==> src/rtl/wb_retire_queue.sv <==
// Writeback stage with a DEPTH-entry in-order retire queue, register-file drain and decode forwarding.
// Optional macro WB_DEBUG_TRACE_EN drives the debug_wb_* trace from the retiring head entry.
module wb_retire_queue #(
  parameter int DATA_W = 32,
  parameter int REG_AW = 5,
  parameter int PC_W   = 32,
  parameter int DEPTH  = 2
) (
  input  logic                clk,
  input  logic                reset,
  input  logic                mem_to_wb_valid,
  input  logic [PC_W-1:0]     mem_pc,
  input  logic [DATA_W/8-1:0] mem_byte_we,
  input  logic [REG_AW-1:0]   mem_dest,
  input  logic [DATA_W-1:0]   mem_result,
  output logic                wb_allowin,
  input  logic                rf_ready,
  output logic [DATA_W/8-1:0] rf_we,
  output logic [REG_AW-1:0]   rf_waddr,
  output logic [DATA_W-1:0]   rf_wdata,
  input  logic [REG_AW-1:0]   rs_a,
  input  logic [REG_AW-1:0]   rs_b,
  output logic                fwd_hit_a,
  output logic                fwd_hit_b,
  output logic [DATA_W-1:0]   fwd_data_a,
  output logic [DATA_W-1:0]   fwd_data_b,
  output logic                wb_stall,
  output logic                wb_empty,
  output logic [PC_W-1:0]     debug_wb_pc,
  output logic [DATA_W/8-1:0] debug_wb_rf_we,
  output logic [REG_AW-1:0]   debug_wb_rf_wnum,
  output logic [DATA_W-1:0]   debug_wb_rf_wdata
);

  localparam int WE_W  = DATA_W / 8;
  localparam int PTR_W = (DEPTH > 1) ? $clog2(DEPTH) : 1;
  localparam int CNT_W = $clog2(DEPTH + 1);
  localparam int SUM_W = PTR_W + 1;

  logic [PC_W-1:0]   pc_q   [DEPTH];
  logic [WE_W-1:0]   we_q   [DEPTH];
  logic [REG_AW-1:0] dest_q [DEPTH];
  logic [DATA_W-1:0] data_q [DEPTH];

  logic [PTR_W-1:0] head_q, head_d;
  logic [PTR_W-1:0] tail_q, tail_d;
  logic [CNT_W-1:0] count_q, count_d;

  logic push;
  logic pop;
  logic not_empty;

  function automatic logic [PTR_W-1:0] ptr_inc(input logic [PTR_W-1:0] p);
    if (p == PTR_W'(DEPTH - 1)) begin
      return '0;
    end
    return p + PTR_W'(1);
  endfunction

  assign not_empty  = (count_q != '0);
  assign pop        = not_empty & rf_ready;
  assign wb_allowin = (count_q < CNT_W'(DEPTH)) | pop;
  assign push       = mem_to_wb_valid & wb_allowin;
  assign wb_empty   = ~not_empty;

  always_comb begin
    head_d  = head_q;
    tail_d  = tail_q;
    count_d = count_q;
    if (pop) begin
      head_d = ptr_inc(head_q);
    end
    if (push) begin
      tail_d = ptr_inc(tail_q);
    end
    if (push && !pop) begin
      count_d = count_q + CNT_W'(1);
    end else if (pop && !push) begin
      count_d = count_q - CNT_W'(1);
    end
  end

  always_ff @(posedge clk) begin
    if (reset) begin
      head_q  <= '0;
      tail_q  <= '0;
      count_q <= '0;
    end else begin
      head_q  <= head_d;
      tail_q  <= tail_d;
      count_q <= count_d;
    end
  end

  // Payload storage carries no reset; occupancy alone decides which slots are live.
  always_ff @(posedge clk) begin
    if (push) begin
      pc_q[tail_q]   <= mem_pc;
      we_q[tail_q]   <= (mem_dest == '0) ? '0 : mem_byte_we;
      dest_q[tail_q] <= mem_dest;
      data_q[tail_q] <= mem_result;
    end
  end

  logic [PC_W-1:0]   head_pc;
  logic [WE_W-1:0]   head_we;
  logic [REG_AW-1:0] head_dest;
  logic [DATA_W-1:0] head_data;

  assign head_pc   = not_empty ? pc_q[head_q]   : '0;
  assign head_we   = not_empty ? we_q[head_q]   : '0;
  assign head_dest = not_empty ? dest_q[head_q] : '0;
  assign head_data = not_empty ? data_q[head_q] : '0;

  assign rf_we    = pop ? head_we : '0;
  assign rf_waddr = head_dest;
  assign rf_wdata = head_data;

  // Map each age (0 = oldest) to its physical slot and liveness.
  logic [PTR_W-1:0] age_idx   [DEPTH];
  logic             age_valid [DEPTH];

  for (genvar gi = 0; gi < DEPTH; gi++) begin : g_age
    logic [SUM_W-1:0] sum;
    assign sum            = {1'b0, head_q} + SUM_W'(gi);
    assign age_idx[gi]    = (sum >= SUM_W'(DEPTH)) ? PTR_W'(sum - SUM_W'(DEPTH)) : sum[PTR_W-1:0];
    assign age_valid[gi]  = (CNT_W'(gi) < count_q);
  end

  logic              found_a, full_a, found_b, full_b;
  logic [DATA_W-1:0] match_data_a, match_data_b;

  // Walk oldest to youngest so the youngest matching entry wins.
  always_comb begin
    found_a      = 1'b0;
    full_a       = 1'b0;
    match_data_a = '0;
    found_b      = 1'b0;
    full_b       = 1'b0;
    match_data_b = '0;
    for (int i = 0; i < DEPTH; i++) begin
      if (age_valid[i] && we_q[age_idx[i]] != '0) begin
        if (rs_a != '0 && dest_q[age_idx[i]] == rs_a) begin
          found_a      = 1'b1;
          full_a       = &we_q[age_idx[i]];
          match_data_a = data_q[age_idx[i]];
        end
        if (rs_b != '0 && dest_q[age_idx[i]] == rs_b) begin
          found_b      = 1'b1;
          full_b       = &we_q[age_idx[i]];
          match_data_b = data_q[age_idx[i]];
        end
      end
    end
  end

  assign fwd_hit_a  = found_a & full_a;
  assign fwd_hit_b  = found_b & full_b;
  assign fwd_data_a = fwd_hit_a ? match_data_a : '0;
  assign fwd_data_b = fwd_hit_b ? match_data_b : '0;
  assign wb_stall   = (found_a & ~full_a) | (found_b & ~full_b);

`ifdef WB_DEBUG_TRACE_EN
  assign debug_wb_pc       = head_pc;
  assign debug_wb_rf_we    = rf_we;
  assign debug_wb_rf_wnum  = head_dest;
  assign debug_wb_rf_wdata = head_data;
`else
  logic unused_head_pc;
  assign unused_head_pc    = ^head_pc;
  assign debug_wb_pc       = '0;
  assign debug_wb_rf_we    = '0;
  assign debug_wb_rf_wnum  = '0;
  assign debug_wb_rf_wdata = '0;
`endif

endmodule

==> config.mk <==
export PLATFORM = sky130hd
export DESIGN_NAME = wb_retire_queue
export DESIGN_NICKNAME = d
export VERILOG_FILES = /design/src/rtl/wb_retire_queue.sv
export SDC_FILE = /design/constraint.sdc
export NUM_CORES = 1
export LEC_CHECK = 0
export ABC_AREA = 1
export CAP_MARGIN = 40
export CORE_MARGIN = 10
export CORE_UTILIZATION = 40
export CTS_CLUSTER_DIAMETER = 60
export DETAILED_ROUTE_END_ITERATION = 12
export DONT_BUFFER_PORTS = 1
export SYNTH_ARGS = -nofsm -noshare
export SYNTH_HDL_FRONTEND = slang
export SYNTH_SLANG_ARGS = --single-unit
==> constraint.sdc <==
create_clock -name clk -period 4.3 [get_ports clk]
set_input_delay 1.29 -clock clk [delete_from_list [all_inputs] [get_ports clk]]
set_output_delay 1.29 -clock clk [all_outputs]
set_load 0.01 [all_outputs]
## After elaboration in Yosys (flattened, before gate mapping)

Memories as Yosys holds them, arrays and structs flattened. A register that Yosys moved wholly into a read port is not among the register bits.
Index checks and enable logic that the tools add are counted.

- Register bits: 4
- RAM bits: 82
- Input bits: 87
- Output and inout bits: 183
- Word-level logic and storage cells: 103
- Memories kept: 3

- Add/sub/neg operators: 7
- Magnitude comparators: 5
- Eq/ne operators: 4
- Mux-type cells: 51
- Bitwise operators: 11
- Reduce and logical (&&, ||, !) cells: 19

Memory list:

| name | depth | width | read ports | clocked after memory_dff | write ports | RTL line | RTL |
|---|---|---|---|---|---|---|---|
| data_q | 2 | 32 | 3 | 1 | 1 | 43 | `logic [DATA_W-1:0] data_q [DEPTH];` |
| dest_q | 2 | 5 | 3 | 1 | 1 | 42 | `logic [REG_AW-1:0] dest_q [DEPTH];` |
| we_q | 2 | 4 | 3 | 1 | 1 | 41 | `logic [WE_W-1:0] we_q [DEPTH];` |

Operator list:

| kind | number |
|---|---|
| 2-to-1 mux 32 bit | 11 |
| 2-to-1 mux 1 bit | 34 |
| equality test 5 bit | 4 |
| 2-to-1 mux 4 bit | 3 |
| nonzero test 5 bit | 2 |
| logical AND 1 bit | 8 |
| AND reduction 4 bit | 2 |
| nonzero test 4 bit | 2 |
| bitwise AND 1 bit | 6 |
| zero test 5 bit | 1 |
| 2-to-1 mux 5 bit | 1 |
| < comparator 1 x 2 -> 1 bit, first input constant | 2 |
| 2-to-1 mux 2 bit | 2 |
| nonzero test 2 bit | 2 |
| NOT 1 bit | 3 |
| adder 1 bit, second input constant | 2 |
| adder 1 x 1 -> 2 bit, second input constant | 1 |
| adder 2 x 1 -> 2 bit, second input constant | 1 |
| greater-or-equal comparator 1 x 2 -> 1 bit, second input constant | 1 |
| greater-or-equal comparator 2 bit, second input constant | 1 |
| zero test 1 bit | 2 |
| < comparator 2 bit, second input constant | 1 |
| OR 1 bit | 2 |
| subtractor 1 bit, second input constant | 2 |
| subtractor 2 x 1 -> 2 bit, second input constant | 1 |

## Longest topological paths before layout

Gate-level depths: netlist of run 1.
An unclocked memory read counts as a cell.

- Depth in word-level cells: 12
- Mapped depth: 14
- Gate-level depth less buffers: 12

## Least setup slack after synthesis of run 1

Ideal clock, no wire load.

- Path kind: input-to-reg
- From: input rf_ready
- To: memory data_q[1][0], enable pin
- Arrival time: 3,427 ps
- Required time: 3,859 ps
- Setup slack: 432 ps
- Stages on the path: 4
- Cells stage by stage: nand2_1 > nand2_1 > nand2_1 > nor2_1

- Word-level cells in the longest chain between the ends: 5

RTL lines:

| element | RTL line | RTL |
|---|---|---|
| start: declaration | 17 | `input logic rf_ready,` |
| bitwise AND 1 bit | 61 | `assign pop = not_empty & rf_ready;` |
| OR 1 bit | 62 | `assign wb_allowin = (count_q < CNT_W'(DEPTH)) \| pop;` |
| net wb_allowin | 16 | `output logic wb_allowin,` |
| bitwise AND 1 bit | 63 | `assign push = mem_to_wb_valid & wb_allowin;` |
| 2-to-1 mux 1 bit | -- |  |
| 2-to-1 mux 1 bit (not written as such) | 101 | `data_q[tail_q] <= mem_result;` |
| end: declaration | 43 |  |

The timed path passes the listed nets, and every way through them passes these cells.

## Worst setup path after layout of run 1

- From: input rs_a[4]
- To: output fwd_data_a[31]

- Word-level cells in the longest chain between the ends: 8
- Elaborated cells between the ends (all ways): 19

RTL lines:

| element | RTL line | RTL |
|---|---|---|
| start: declaration | 21 | `input logic [REG_AW-1:0] rs_a,` |
| equality test 5 bit / nonzero test 5 bit (equally long branches) | 143 | `if (rs_a != '0 && dest_q[age_idx[i]] == rs_a) begin` |
| logical AND 1 bit | 143 |  |
| 2-to-1 mux 1 bit | 143 |  |
| 2-to-1 mux 1 bit | 142 | `if (age_valid[i] && we_q[age_idx[i]] != '0) begin` |
| 2-to-1 mux 1 bit | 143 |  |
| 2-to-1 mux 1 bit | 142 |  |
| bitwise AND 1 bit | 157 | `assign fwd_hit_a = found_a & full_a;` |
| 2-to-1 mux 32 bit * | 159 | `assign fwd_data_a = fwd_hit_a ? match_data_a : '0;` |
| end: declaration | 25 | `output logic [DATA_W-1:0] fwd_data_a,` |

Every way passes the cells marked *; elsewhere a longest branch is shown, timed or not.

==> metrics.cfg, run 1 <==
[critical_path]
cp-end-kind = primary output
critPathLaunchType = input port
path_buf_inv = 5
cp_top_family = simple AND/OR/NAND/NOR gates
crit_top_cell = buf_4
path_cells = inv_1 > nand3_1 > nand2_1 > inv_1 > nand2_1 > nor2_4 > buf_4 > nand3_1 > nand3_4 > buf_4 > nor2_1 > buf_4
cp_max_fo = 17
timing.critical_path.required_ns = 3.01
crit_path_max_incr_delay_ns = 0.28
slowest_stage = buf_4
critPathKind = in2out
cp_data_arrival_time_ns = 2.83

[logic_synthesis]
yosysUniqueCellTypes = 24
syn_area_um2 = 6760
synth_top_cell_area_share_pct = 36.4
synth_edf_count = 82
synth_flop_cell = edfxtp_1
syn_inst = 986
seq_area_frac_synth_pct = 37.9
yosysWarnings = 0
avgSynthCellArea_um2 = 6.85
synth_area_leaders = edfxtp_1 36%, nand2_1 17%, inv_1 9.1%
yosys.cell_count.top_type = nand2_1
async_flop_share_pct = 0
yosys-top-cells-count = 309 x nand2_1, 164 x inv_1, 94 x nand3_1
synth_top_cell_by_area = edfxtp_1
synth-seq-cells = 87

[timing]
totalNegativeSetupSlack_ns = 0
setup_viol = 0
setup_slack_ns = 0.182
tightest_slew_ns = 0.647
fin_crit_sh_pct = 95.8
skew_ns = 0.00650
rsz0062_at_grt = false
fmax_ghz = 0.243
hold_viol_final = 0
slew_violations = 0
slew_headroom_pct = 56.8
fin_crit_ns = 4.12

[clock_tree]
cts.sinks = 87
cts_hold_buf = 0
cts_inserted_buffers = 9
clock_latency_ns = 0.34
path_clk_slew_ns = 0.06
h-tree-depth = 3
clockRootBuffer = clkbuf_16
cts_tree = yes
cts_buffer_depth = 2

[global_routing]
grt_first_pass_wirelength_mm = 29.5
grt_overflow = 0
grt_start_max_net_pins = 76
antenna_found_initial = 0
groute.usage.overall_pct = 16.8
grt_pass1_vias = 5381

[cells_and_area]
diodes = 0
fillers = 1763
finalNetCount = 1080
regArea_um2 = 2560
layout-drive-gt1-share_pct = 12.6
area_growth_pct = 6.42
multi_input_area_um2 = 3060

[floorplanning]
start_util_pct = 40.7
core_um2 = 16600
fp.dieH_um = 150
io_pins = 270
rows = 47
die_area_um2 = 22500
fp.dieW_um = 150

[route]
routed_via_density = 4.63
drt-total-wl_mm = 19.1
ant_nets = 0
vias = 5620
dr.pass1.iters = 5
drt_iter0_drc = 241
drc = 0
post_drt_wl_per_cell_um = 15.7

[min_path]
hp-class = reg2reg

[power]
total_leakage_power_nw = 3.68
vdd.ir_drop.worst_mv = 0.322
cellPowerDensity_nw_per_um2 = 518

[place]
portBuffers = 0
hpwl_mm = 14.2
gp_congestion = 0.866
pre_cts_slack_ns = 0.142

[outcome]
status = complete, no violations

[run]
maxCapViolations = 0

what timing repair did:
item / in CTS / in global routing
gates resized for setup: 0 / 2
setup buffers: 0 / 0
setup endpoints to repair: 0 / 2
worst min-delay path, cell delays in order, from the launching register on:
cell and delay, ns:
dfxtp_1 0.35, nor2_1 0.11, nor3_1 0.05
layout make-up:
type | instances | area share [%]
clock buffer | 9 | 3.13
tap | 220 | 3.83
clock inverter | 7 | 0.992
timing repair buffer | 39 | 5.11
inverter | 166 | 8.70
sequential | 87 | 35.6
multi-input combinational | 687 | 42.6
routing by layer:
| layer | global-route usage, % | vias to the layer above | share of wire [%] |
|---|---|---|---|
| met5 | 0 | - | 0 |
| met4 | 6.22 | 0 | 2.1 |
| met3 | 5.34 | 31 | 11 |
| met2 | 27.7 | 199 | 46 |
| met1 | 20.0 | 2502 | 41 |
| li1 | - | 2888 | - |
layout by cell type, fill, tap and decap left out, types with 3 or more instances in the layout:
| master | n |
|---|---|
| nand2_1 | 309 |
| inv_1 | 164 |
| nand3_1 | 94 |
| edfxtp_1 | 82 |
| conb_1 | 73 |
| o21ai_0 | 66 |
| nor2_1 | 60 |
| nor2_2 | 58 |
| buf_4 | 33 |
| clkbuf_16 | 9 |
| nor2_4 | 6 |
| a21oi_1 | 6 |
| buf_12 | 6 |
| dfxtp_1 | 4 |
| nand4_1 | 3 |
kinds of logic after synthesis:
kind of cell	share of synthesized area [%]
flops	37.9
fa+ha+maj	0.556
xor+xnor	0.389
other cells	0.0555
simple gates	34.7
buf+inv	21.0
compound gates	5.33
metrics by stage:
stage,utilization (%),instances,hold slack [ns],total power [mW],cell area [um^2]
after CTS,43.4,1215,0.546,3.77,7190
final,43.4,1215,0.549,3.73,7190
after detailed placement,41.6,1199,0.536,2.99,6890
after global placement,41.6,1199,0.531,2.99,6890
after global routing,43.4,1215,0.579,4.09,7190
after floorplan,-,1058,0.481,2.59,7030
final timing paths:
check,from,endpoint,slack (ns),cells after the start
setup / recovery,rs_a[4],fwd_data_a[31],0.18,12
hold / removal,tail_q$_SDFFE_PP0P_,tail_q$_SDFFE_PP0P_,0.55,2
setup reg to reg,count_q[0]$_SDFFE_PP0P_,data_q[1][2]$_DFFE_PP_,1.93,8
hold reg to reg,tail_q$_SDFFE_PP0P_,tail_q$_SDFFE_PP0P_,0.55,2
state kept, by name, summed over array words and instances (netlist names), named ones only:
signal / cells
dest_q: 10
we_q: 8
tail_q: 1
head_q: 1
count_q: 2
data_q: 64
report_power, final:
group          switching [mW]  internal (mW)
Clock                   0.325          0.450
Combinational            1.35          0.478
Sequential             0.0463           1.08
Total                    1.72           2.00
Note: power is estimated with default switching activity, not from simulation.
==> inputs of run 2 (changes only) <==
Settings changed: CORE_UTILIZATION 40 to 35.
==> run 2 against run 1 <==
Net effect: critical path depth stayed put; clock skew is 0.0016 ns lower; hold slack worse by 0.00053 ns; combinational power hardly changed; cell count is 4.0% higher; non-clock buffer count is 9 higher; core utilization is 4.6 points lower; design area is 1.4% higher; fmax is 4.0% higher; global-route usage is 1.1 points lower; die area is 12% higher; critical path type unchanged; critical endpoint is now fwd_data_b[31].
==> metrics.cfg, run 2 (synthesized netlist as in run 1, its figures left out) <==
[timing]
setup_viol = 0  ; unchanged
fmax_ghz = 0.252  ; +4.0%
hold_viol_final = 0  ; unchanged
slew_violations = 0  ; unchanged
slew_headroom_pct = 52.9  ; -3.8 points
tightest_slew_ns = 0.705  ; +0.0575 ns
fin_crit_sh_pct = 92.1  ; -3.6 points
skew_ns = 0.00491  ; -0.00159 ns
rsz0062_at_grt = false
totalNegativeSetupSlack_ns = 0  ; unchanged
fin_crit_ns = 3.96  ; -0.157 ns
holdWs_ns = 0.548  ; -0.000530 ns

[critical_path]
slowest_stage = nor2_4
ff2ff_setup_slack_ns = 1.85  ; -0.08 ns
crit_path_max_incr_delay_ns = 0.18  ; -0.10 ns
path_buf_inv = 4  ; -1
cp_max_fo = 18  ; +1
r2r_cells = 8  ; unchanged
timing.critical_path.required_ns = 3.01  ; about the same
critPathLaunchType = input port
r2r-start = count_q[0]$_SDFFE_PP0P_
cp_data_arrival_time_ns = 2.67  ; -0.16 ns
regToRegEndpoint = data_q[1][25]$_DFFE_PP_
cp_top_family = simple AND/OR/NAND/NOR gates
critPathKind = in2out
path_cells = inv_1 > nand3_1 > nand2_1 > inv_1 > nand2_1 > nor2_4 > nand2_2 > nand2_1 > nand3_4 > buf_12 > nor2_1 > buf_4
crit_top_cell = nand2_1
cp-end-kind = primary output

[place]
gp_congestion = 0.812  ; -6.2%
portBuffers = 0  ; unchanged
placed_area_um2 = 7000  ; +1.5%
hpwl_mm = 15.2  ; +7.0%
dp.cells = 1248  ; +4.1%

[route]
post_drt_wl_per_cell_um = 16.2  ; +3.3%
drt_iter0_drc = 345  ; +43%
routed_via_density = 4.60  ; -0.58%
drc = 0  ; unchanged
vias = 5808  ; +3.3%
drt-total-wl_mm = 20.5  ; +7.4%
dr.pass1.iters = 8  ; +3
ant_nets = 0  ; unchanged

[cells_and_area]
largest-register = data_q
final_cell_area_um2 = 7290  ; +1.4%
area_growth_pct = 7.91
layout-drive-gt1-share_pct = 13.4  ; +0.80 points
largest_reg_flops = 64  ; unchanged
fin_cells = 1263  ; +4.0%
largest_registers = data_q: 64 flops, dest_q: 10 flops, we_q: 8 flops
multi_input_area_um2 = 3060  ; unchanged
regArea_um2 = 2560  ; unchanged
fillers = 2034  ; +15%
diodes = 0  ; unchanged
finalNetCount = 1089  ; +0.83%
final_common_cell = nand2_1
final_cell_mix = 309 x nand2_1, 164 x inv_1, 94 x nand3_1

[global_routing]
met1_usage_pct = 17.9  ; -2.1 points
met3_usage_pct = 6.51  ; +1.2 points
grt_pass1_vias = 5711  ; +6.1%
antenna_found_initial = 0  ; unchanged
groute.usage.overall_pct = 15.7  ; -1.1 points
grt-busiest-layer = met2
grt_start_max_net_pins = 49  ; -36%
grt_overflow = 0  ; unchanged
use_met2_pct = 26.6  ; -1.1 points
grt_first_pass_wirelength_mm = 31.9  ; +8.4%

[floorplanning]
io_pins = 270  ; unchanged
start_util_pct = 35.9  ; -4.9 points
fp.dieH_um = 159  ; +6.0%
die_area_um2 = 25300  ; +12%
core_um2 = 18800  ; +14%
fp.dieW_um = 159  ; +6.0%
rows = 50  ; +6.4%

[clock_tree]
cts_tree = yes
h-tree-depth = 3  ; unchanged
postCtsResizedCells = 0  ; unchanged
clockRootBuffer = clkbuf_16
cts_hold_buf = 0  ; unchanged
cts.sinks = 87  ; unchanged
cts_buffer_depth = 2  ; unchanged
post-cts-setup-buffer-count = 0  ; unchanged
path_clk_slew_ns = 0.06  ; about the same
clock_latency_ns = 0.34  ; about the same
cts_inserted_buffers = 9  ; unchanged

[outcome]
status = complete, no violations

[min_path]
hold_end = tail_q$_SDFFE_PP0P_
hp-class = reg2reg
min_path_cells = 2  ; unchanged
min_from = tail_q$_SDFFE_PP0P_

[power]
total_leakage_power_nw = 3.74  ; +1.5%
cellPowerDensity_nw_per_um2 = 516  ; -0.46%
vdd.ir_drop.worst_mv = 0.390  ; +21%

[run]
maxCapViolations = 0  ; unchanged

==> run 2: cell types whose count changed in the layout (fill, tap and decap cells not counted), sizes merged <==
cell      delta
buf          +9
clkinv       -2
inv          +2
clkinvlp     -1
==> run 2: final cells by class <==
class | instances | share of cell area, %
clock buffers | 9 | 3.09
well taps | 260 | 4.46
inverters | 166 | 8.54
flip-flops and latches | 87 | 35.2
clock inverters | 6 | 0.944
repair buffers | 48 | 5.80
multi-input cells | 687 | 42.0
==> run 2: worst max path at each step <==
stage	startpoint	to	slack (ns)	depth (start not counted)
after global placement	rs_b[4]	fwd_data_b[31]	0.27	12
final	rs_b[4]	fwd_data_b[31]	0.34	12
after CTS	rs_b[4]	fwd_data_b[31]	0.31	12
after floorplan	rf_ready	data_q[1][0]$_DFFE_PP_	0.43	4
after global routing	head_q$_SDFFE_PP0P_	fwd_data_b[31]	0.13	13
after detailed placement	rs_b[4]	fwd_data_b[31]	0.31	12
==> run 2: worst reg2reg max path, cell delays in order (launching register included) <==
cell and delay [ns]:
dfxtp_1 0.38, inv_1 0.06, ha_2 0.18, inv_1 0.07, nand2_1 0.17, nand2_1 0.21, nand2_1 0.19, nor2_4 0.59
buf_12 0.29
==> run 2: power by group <==
group	switching (mW)	total, mW	internal (mW)
sequential	0.0435	1.12	1.08
combinational	1.38	1.85	0.469
clock	0.337	0.789	0.452
total	1.76	3.76	2.00
==> run 2: stage by stage <==
stage	util, %	setup slack, ns	total power, mW
2_1_floorplan	-	0.432	2.59
3_3_place_gp	37.2	0.265	3.00
3_5_place_dp	37.2	0.314	3.03
4_1_cts	38.7	0.306	3.82
5_1_grt	38.7	0.132	4.12
6_report	38.7	0.338	3.76
==> run 2: layer usage <==
layer  vias to the layer above  routed length [um]  share of wire [%]
met5                         -                   0                  0
li1                       2902                   -                  -
met1                      2645                8390                 41
met4                         0                 291                1.4
met3                        20                2080                 10
met2                       241                9720                 47
